--- src/rtl/alu_mul_seq_if.sv ---
// Bundle of the multiplier request/result handshake and the borrowed ALU port.
// The slave side is the sequencer; the master side is the requester plus the shared ALU.
interface alu_mul_seq_if #(parameter int W = 32);
  logic           start;
  logic [W-1:0]   a_in;
  logic [W-1:0]   b_in;
  logic           busy;
  logic           done;
  logic [2*W-1:0] product;
  logic [2:0]     alu_control;
  logic [W-1:0]   alu_A;
  logic [W-1:0]   alu_B;
  logic [W-1:0]   alu_out;
  logic           alu_C;

  modport master (
    output start, a_in, b_in, alu_out, alu_C,
    input  busy, done, product, alu_control, alu_A, alu_B
  );

  modport slave (
    input  start, a_in, b_in, alu_out, alu_C,
    output busy, done, product, alu_control, alu_A, alu_B
  );
endinterface

--- src/rtl/alu_mul_seq.sv ---
// Shift-add unsigned multiplier that borrows the datapath ALU for one ADD per step.
//   state | meaning
//   IDLE  | waiting for start; product holds last result
//   RUN   | W shift-add steps, ALU owned by this block
//   DONE  | one-cycle result pulse; start here is accepted
module alu_mul_seq #(
  parameter int W = 32
) (
  input logic         clk,
  input logic         reset,
  alu_mul_seq_if.slave bus
);
  localparam int CW = $clog2(W) + 1;

  typedef enum logic [1:0] {IDLE, RUN, DONE} state_t;

  state_t         state, state_nxt;
  logic [W-1:0]   mcand;
  logic [W-1:0]   acc_hi;
  logic [W-1:0]   acc_lo;
  logic [CW-1:0]  cnt;
  logic [2*W-1:0] product;
  logic [2*W-1:0] acc_nxt;
  logic           load;
  logic           step;
  logic           last;

  always_ff @(posedge clk) begin
    if (reset) begin
      state   <= IDLE;
      mcand   <= '0;
      acc_hi  <= '0;
      acc_lo  <= '0;
      cnt     <= '0;
      product <= '0;
    end else begin
      state <= state_nxt;
      if (load) begin
        mcand  <= bus.a_in;
        acc_lo <= bus.b_in;
        acc_hi <= '0;
        cnt    <= '0;
      end else if (step) begin
        {acc_hi, acc_lo} <= acc_nxt;
        cnt              <= cnt + 1'b1;
        if (last) product <= acc_nxt;
      end
    end
  end

  // Carry of the add comes back from the shared ALU and becomes the new top bit.
  always_comb begin
    if (acc_lo[0]) acc_nxt = {bus.alu_C, bus.alu_out, acc_lo[W-1:1]};
    else           acc_nxt = {1'b0, acc_hi, acc_lo[W-1:1]};
  end

  always_comb begin
    state_nxt = state;
    load      = 1'b0;
    step      = 1'b0;
    last      = 1'b0;
    case (state)
      IDLE, DONE: begin
        if (bus.start) begin
          load      = 1'b1;
          state_nxt = RUN;
        end else begin
          state_nxt = IDLE;
        end
      end
      RUN: begin
        step = 1'b1;
        if (cnt == CW'(W - 1)) begin
          last      = 1'b1;
          state_nxt = DONE;
        end
      end
      default: state_nxt = IDLE;
    endcase
  end

  assign bus.busy        = (state == RUN);
  assign bus.done        = (state == DONE);
  assign bus.product     = product;
  assign bus.alu_control = 3'b000;
  assign bus.alu_A       = acc_hi;
  assign bus.alu_B       = mcand;
endmodule
--- src/flat_wrapper.sv ---
// flat-port wrapper written by rule: the top's interface ports become plain ports
module alu_mul_seq_flat 
#(
  parameter int W = 32
)
  (clk, reset, bus_start, bus_a_in, bus_b_in, bus_alu_out, bus_alu_C, bus_busy, bus_done, bus_product, bus_alu_control, bus_alu_A, bus_alu_B);
  alu_mul_seq_if #(.W(W)) bus_i ();
  input logic clk;
  input logic reset;
  input wire logic [$bits(bus_i.start)-1:0] bus_start;
  input wire logic [$bits(bus_i.a_in)-1:0] bus_a_in;
  input wire logic [$bits(bus_i.b_in)-1:0] bus_b_in;
  input wire logic [$bits(bus_i.alu_out)-1:0] bus_alu_out;
  input wire logic [$bits(bus_i.alu_C)-1:0] bus_alu_C;
  output wire logic [$bits(bus_i.busy)-1:0] bus_busy;
  output wire logic [$bits(bus_i.done)-1:0] bus_done;
  output wire logic [$bits(bus_i.product)-1:0] bus_product;
  output wire logic [$bits(bus_i.alu_control)-1:0] bus_alu_control;
  output wire logic [$bits(bus_i.alu_A)-1:0] bus_alu_A;
  output wire logic [$bits(bus_i.alu_B)-1:0] bus_alu_B;
  assign bus_i.start = bus_start;
  assign bus_i.a_in = bus_a_in;
  assign bus_i.b_in = bus_b_in;
  assign bus_i.alu_out = bus_alu_out;
  assign bus_i.alu_C = bus_alu_C;
  assign bus_busy = bus_i.busy;
  assign bus_done = bus_i.done;
  assign bus_product = bus_i.product;
  assign bus_alu_control = bus_i.alu_control;
  assign bus_alu_A = bus_i.alu_A;
  assign bus_alu_B = bus_i.alu_B;
  alu_mul_seq #(.W(W)) u_core (.clk(clk), .reset(reset), .bus(bus_i));
endmodule
--- config.mk ---
export PLATFORM = sky130hd
export DESIGN_NAME = alu_mul_seq_flat
export DESIGN_NICKNAME = d
export VERILOG_FILES = /design/src/rtl/alu_mul_seq_if.sv /design/src/rtl/alu_mul_seq.sv /design/src/flat_wrapper.sv
export SDC_FILE = /design/constraint.sdc
export NUM_CORES = 1
export LEC_CHECK = 0
export ABC_AREA = 0
export CORE_ASPECT_RATIO = 1.75
export CORE_UTILIZATION = 45
export CTS_CLUSTER_DIAMETER = 30
export DETAILED_ROUTE_END_ITERATION = 10
export PLACE_DENSITY_LB_ADDON = 0.08
export SYNTH_ARGS = -nofsm -noshare
export SYNTH_HDL_FRONTEND = slang
export SYNTH_SLANG_ARGS = --single-unit
--- constraint.sdc ---
create_clock -name clk -period 2.1 [get_ports clk]
set_clock_uncertainty 0.2 [all_clocks]
set_input_delay 0.525 -clock clk [delete_from_list [all_inputs] [get_ports clk]]
set_output_delay 0.525 -clock clk [all_outputs]
set_load 0.005 [all_outputs]
==> results of run 1 <==
[Yosys cell counts, drive strengths merged, types with 3 or more instances]
cell type,count,area share (%)
nand2,72,4.2
mux2i,32,5.0
a21oi,101,7.9
a211oi,62,7.2
clkbuf,33,1.9
o21ai,34,2.6
inv,3,0.17
nand3,35,2.7
dfxtp,168,52
nor3,66,5.1
buf,44,3.8
nor2,35,2.0
o22ai,31,3.0
[power by group]
group / internal, W / switching [W] / total (W)
logic: 0.000508 / 0.000435 / 0.000942
clock network: 0.00170 / 0.00137 / 0.00307
registers: 0.00333 / 0.000114 / 0.00344
[repair_timing]
item                       4_1_cts  5_1_grt
cloned                           0        0
setup endpoints to repair        2        1
hold buffers                     0        0
resized for setup                3        1
[state kept, by name, indices dropped and copies added, names as in the netlist]
signal / flops
u_core.acc_lo: 32
u_core.bus.alu_A: 32
u_core.bus.alu_B: 32
u_core.bus.product: 64
u_core.cnt: 6
u_core.state: 2
[layout make-up]
cell class	instances	area, um^2
fillers	1183	4480
flip-flops and latches	168	3370
multi-input cells	489	2740
repair buffers	252	2570
clock buffers	19	443
well taps	177	221
clock inverters	13	139
inverters	3	12.5
[layer usage]
metal / GRT usage, % / vias to the layer above
met3: 6.87 / 36
met1: 28.7 / 2942
met5: 0 / -
met2: 44.9 / 210
li1: - / 3024
met4: 10.7 / 0
[layout by cell type, fill, tap and decap left out, types with 3 or more instances in the layout]
cell type / netlist / layout
nor2_1: 35 / 34
o22ai_1: 31 / 31
a211oi_1: 62 / 62
nand3_1: 35 / 35
dfxtp_1: 168 / 165
inv_6: 0 / 4
clkbuf_16: 0 / 17
clkdlybuf4s50_1: 0 / 226
conb_1: 1 / 3
o21ai_0: 34 / 34
buf_12: 0 / 9
buf_4: 7 / 15
mux2i_1: 32 / 32
nand2_1: 72 / 72
nor3_1: 66 / 66
dfxtp_2: 0 / 3
a21oi_1: 100 / 100
clkinv_4: 0 / 3
[worst max path at each step]
| stage | slack [ps] | from | depth (start not counted) | to |
|---|---|---|---|---|
| final | 50 | u_core.bus.alu_A[7] | 1 | bus_alu_A[7] |
| after global routing | 2 | u_core.state[1] | 3 | bus_busy |
| after CTS | 30 | u_core.bus.alu_A[31] | 1 | bus_alu_A[31] |
| after detailed placement | 50 | bus_start | 5 | u_core.bus.alu_B[20] |
| after global placement | 110 | bus_start | 5 | u_core.bus.alu_B[29] |
| after floorplan | 510 | bus_start | 5 | u_core.bus.alu_B[0] |
[through the flow]
stage / cell area, um^2 / hold slack, ps / setup WS, ps / instances / util [%]
after global placement: 8910 / 241 / 110 / 1089 / 63.8
after floorplan: 6470 / 253 / 513 / 737 / -
after CTS: 9490 / 108 / 34.8 / 1121 / 67.9
final: 9500 / 127 / 49.8 / 1121 / 67.9
after global routing: 9500 / 116 / 1.66 / 1121 / 67.9
after detailed placement: 8910 / 247 / 46.2 / 1089 / 63.8
[cells by family after synthesis]
group                    count (synthesis)  share of synthesized area (%)
AO/OA/AOI/OAI                          231                           21.1
AND/OR/NAND/NOR                        220                           15.5
adder cells (fa/ha/maj)                  1                          0.194
buffers and inverters                   80                           5.85
flip-flops                             168                           52.1
XOR/XNOR                                 1                          0.136
other                                    1                         0.0581
multiplexers                            33                           5.13
==> results.yml, run 1 <==
setup_path:
  crit_buf_inv: 1
  worstPathMaxFanout: 3
  crit_type: "reg2out"
  r2r_cells: 4
  end_kind: "output port"
  crit_chain: "clkdlybuf4s50_1"
  cpPeakStageDelay_ps: 550
  rrSetupSlack_ps: 310
  timing.rr.end: "u_core.bus.product[34]"
  path_delay_family: "buffers and inverters"
  start_kind: "register"
  r2r_start: "u_core.cnt[3]"
  cpMaxStageDelayCell: "clkdlybuf4s50_1"
  cp.required_ps: 1370
  cp.arrival_ps: 1330
global_routing:
  grt_pass1_vias: 6235
  grt_pass1_wl_um: 30400
  grt_max_degree: 99
  grt-ovfl-total: 0
  antenna_found_initial: 0
  grt_usage_pct: 25.6
logic_synthesis:
  ys_warn_count: 0
  synth_edf_count: 0
  synth_ff_type: "dfxtp_1"
  synthCells: 735
  synth_cell_types: 35
  netlist_area_um2: 6460
  ys_ff_latch: 168
  ys_async_sr_fraction_pct: 0
  ys_seq_area_share_pct: 52.1
  syn_area_per_cell_um2: 8.79
layout:
  drive_above_1_share_pct: 7.20
  num_antenna_cells: 0
  area_growth_pct: 47.0
  nets: 1032
hold_path:
  hp-start: "reset"
  worstHoldPathType: "in2reg"
  holdPathStages: 2
  whs_endpoint: "u_core.bus.product[11]"
power:
  peakVddDrop_mv: 0.639
  powerDensity_nw_per_um2: 786
  p_leak_nw: 3.22
  power.total_w: 0.00746
placement:
  dpl.hpwl_um: 12900
  gp_congestion: 0.823
  port_buffers: 229
detailed_routing:
  vias: 6212
  antenna_left: 0
  dr.pass1.iters: 5
  wl_met1_um: 7370
  wl_per_cell_um: 17.0
  first_iter_violations: 370
  avgViaCountPerCell: 5.54
  dr_wl_met3_um: 1190
  dr_wl_met2_um: 10000
  highest_layer: "met4"
  drt_wl_total_um: 19100
  drc_errors: 0
clocking:
  cts_root_buffer: "clkbuf_16"
  clk_latency_ps: 420
  htreeDepth: 4
  cts_buffer_depth: 2
  cts_buffers: 17
  post_cts_buffers: 0
  cts_tree: "built"
  clkSlewWorstSetupHoldPaths_ps: 70
  clock_sinks: 168
timing:
  min_period_ps: 2050
  maxSlewViolCount: 0
  slew_headroom_pct: 56.8
  final_hold_viol_count: 0
  max_slew.worst_pin.slew_ps: 648
  tns_ps: 0
  fmax_ghz: 0.488
  setup_violations: 0
  rsz0062_at_grt: "no"
  fin_crit_sh_pct: 97.6
floorplan:
  die_h_um: 160
  initial_core_util_pct: 46.2
  io_pins: 233
  fp.dieW_um: 92.6
  rows: 57
  die-area_um2: 14900
  coreArea_um2: 14000
run:
  cap_violations: 0
run_status:
  status: "completed"
No activity file was read; power rests on OpenSTA's default activity.
==> inputs of run 2 (changes only) <==
- ABC_CLOCK_PERIOD_IN_PS: not set -> 2100
==> results of run 2 <==
The final DEF is identical to that of run 1; final timing and power are the same.
==> inputs of run 3 (changes only) <==
- CTS_BUF_LIST: not set -> sky130_fd_sc_hd__clkbuf_8 sky130_fd_sc_hd__clkbuf_16
==> run 3 against run 2 <==
Against the previous run:
- utilization unchanged
- global-route usage did not move
- wire length barely moved
- largest cell class unchanged
- setup slack barely moved
- final cell count stayed put
- sequential share of layout area did not move
- count of clock-buffer cells in the layout down 1
- clock power about the same
- via count barely moved
==> results.yml, run 3 (synthesis gave the netlist of run 1 again) <==
run_status:
  status: "completed"
layout:
  fillers: 1183
  nets: 1032
  fin_cells: 1121
  drive_above_1_share_pct: 7.20
  area_growth_pct: 47.0
  largest_reg_flops: 64
  layout_commonest_cell: "clkdlybuf4s50_1"
  largest-register: "u_core.bus.product"
  layout_common_cells: "clkdlybuf4s50_1, dfxtp_1, a21oi_1"
  num_antenna_cells: 0
detailed_routing:
  antenna_left: 0
  drc_errors: 0
  avgViaCountPerCell: 5.54
  wl_per_cell_um: 17.0
  vias: 6209
  dr.pass1.iters: 5
  drt_wl_total_um: 19100
  first_iter_violations: 370
clocking:
  cts_root_buffer: "clkbuf_16"
  cts_hold_buf: 0
  htreeDepth: 4
  cts_buffer_depth: 2
  cts_buffers: 17
  post_cts_buffers: 0
  clk_latency_ps: 420
  clock_sinks: 168
  cts_tree: "built"
  clkSlewWorstSetupHoldPaths_ps: 70
setup_path:
  cpMaxStageDelayCell: "clkdlybuf4s50_1"
  cpPeakStageDelay_ps: 550
  timing.rr.end: "u_core.bus.product[34]"
  crit_buf_inv: 1
  crit_type: "reg2out"
  crit_chain: "clkdlybuf4s50_1"
  r2r_cells: 4
  cp.required_ps: 1370
  cp.arrival_ps: 1330
  worstPathMaxFanout: 3
  start_kind: "register"
  path_delay_family: "buffers and inverters"
  crit_end: "bus_alu_A[7]"
  startpoint: "u_core.bus.alu_A[7]"
  rrSetupSlack_ps: 310
  critical_path_depth: 1
  end_kind: "output port"
  r2r_start: "u_core.cnt[3]"
timing:
  max_slew.worst_pin.slew_ps: 648
  slew_headroom_pct: 56.8
  rsz0062_at_grt: "no"
  min_period_ps: 2050
  maxSlewViolCount: 0
  tns_ps: 0
  setup_violations: 0
  fmax_ghz: 0.488
  fin_crit_sh_pct: 97.6
  setup_slack_ps: 49.8
  final_hold_viol_count: 0
floorplan:
  initial_core_util_pct: 46.2
  coreArea_um2: 14000
  rows: 57
  io_pins: 233
  die-area_um2: 14900
  die_h_um: 160
  fp.dieW_um: 92.6
global_routing:
  grt_pass1_vias: 6235
  grt_pass1_wl_um: 30400
  grt_max_degree: 99
  antenna_found_initial: 0
  grt-ovfl-total: 0
  grt_usage_pct: 25.6
placement:
  port_buffers: 229
  gp_congestion: 0.823
  pre_cts_ws_ps: 46.2
  placed_cells: 1089
  dpl.hpwl_um: 12900
run:
  cap_violations: 0
power:
  p_leak_nw: 3.23
  peakVddDrop_mv: 0.639
  powerDensity_nw_per_um2: 785
hold_path:
  worstHoldPathType: "in2reg"
-- run 3: cell types whose count changed in the layout (fill, tap and decap cells not counted), sizes merged --
cell and delta:
clkbuf -1, inv +1
-- run 3: how the worst min path moves through the flow --
stage	startpoint	to	slack (ps)	cells past startpoint
floorplan	u_core.bus.alu_B[0]	u_core.bus.alu_B[0]	250	2
global placement	u_core.bus.alu_B[21]	u_core.bus.alu_B[21]	240	2
detailed placement	u_core.bus.alu_B[22]	u_core.bus.alu_B[22]	250	2
CTS	reset	u_core.bus.product[11]	110	2
global route	reset	u_core.bus.product[11]	120	2
finish	reset	u_core.bus.product[11]	130	2
-- run 3: stage by stage --
| step | utilization, % | hold slack [ps] | total power [W] | cell area [um^2] |
|---|---|---|---|---|
| 2_1_floorplan | - | 253 | 0.00397 | 6470 |
| 3_3_place_gp | 63.8 | 241 | 0.00443 | 8910 |
| 3_5_place_dp | 63.8 | 247 | 0.00445 | 8910 |
| 4_1_cts | 67.9 | 108 | 0.00750 | 9490 |
| 5_1_grt | 67.9 | 116 | 0.00773 | 9500 |
| 6_report | 67.9 | 127 | 0.00745 | 9500 |
-- run 3: what timing repair did --
| item | in CTS | in global routing |
|---|---|---|
| setup endpoints to repair | 2 | 1 |
| gates cloned | 0 | 0 |
| hold endpoints to repair | 0 | 0 |
| gates resized for setup | 3 | 1 |
-- run 3: report_power, final --
part           internal (W)  switching [W]
combinational      0.000508       0.000435
sequential          0.00333       0.000114
clock               0.00170        0.00137
-- run 3: routing by layer --
metal / vias up / track usage (%) / wire [um]
met4: 0 / 10.7 / 516
met5: - / 0 / 0
met1: 2936 / 28.7 / 7380
met2: 211 / 44.9 / 10000
li1: 3024 / - / -
met3: 38 / 6.87 / 1200
-- run 3: layout make-up --
class / instances / area [um^2] / share of cell area (%)
Sequential cell: 168 / 3370 / 35.5
Multi-Input combinational cell: 489 / 2740 / 28.9
Timing Repair Buffer: 252 / 2570 / 27.1
Clock buffer: 18 / 439 / 4.63
Tap cell: 177 / 221 / 2.33
Clock inverter: 14 / 143 / 1.50
Inverter: 3 / 12.5 / 0.132
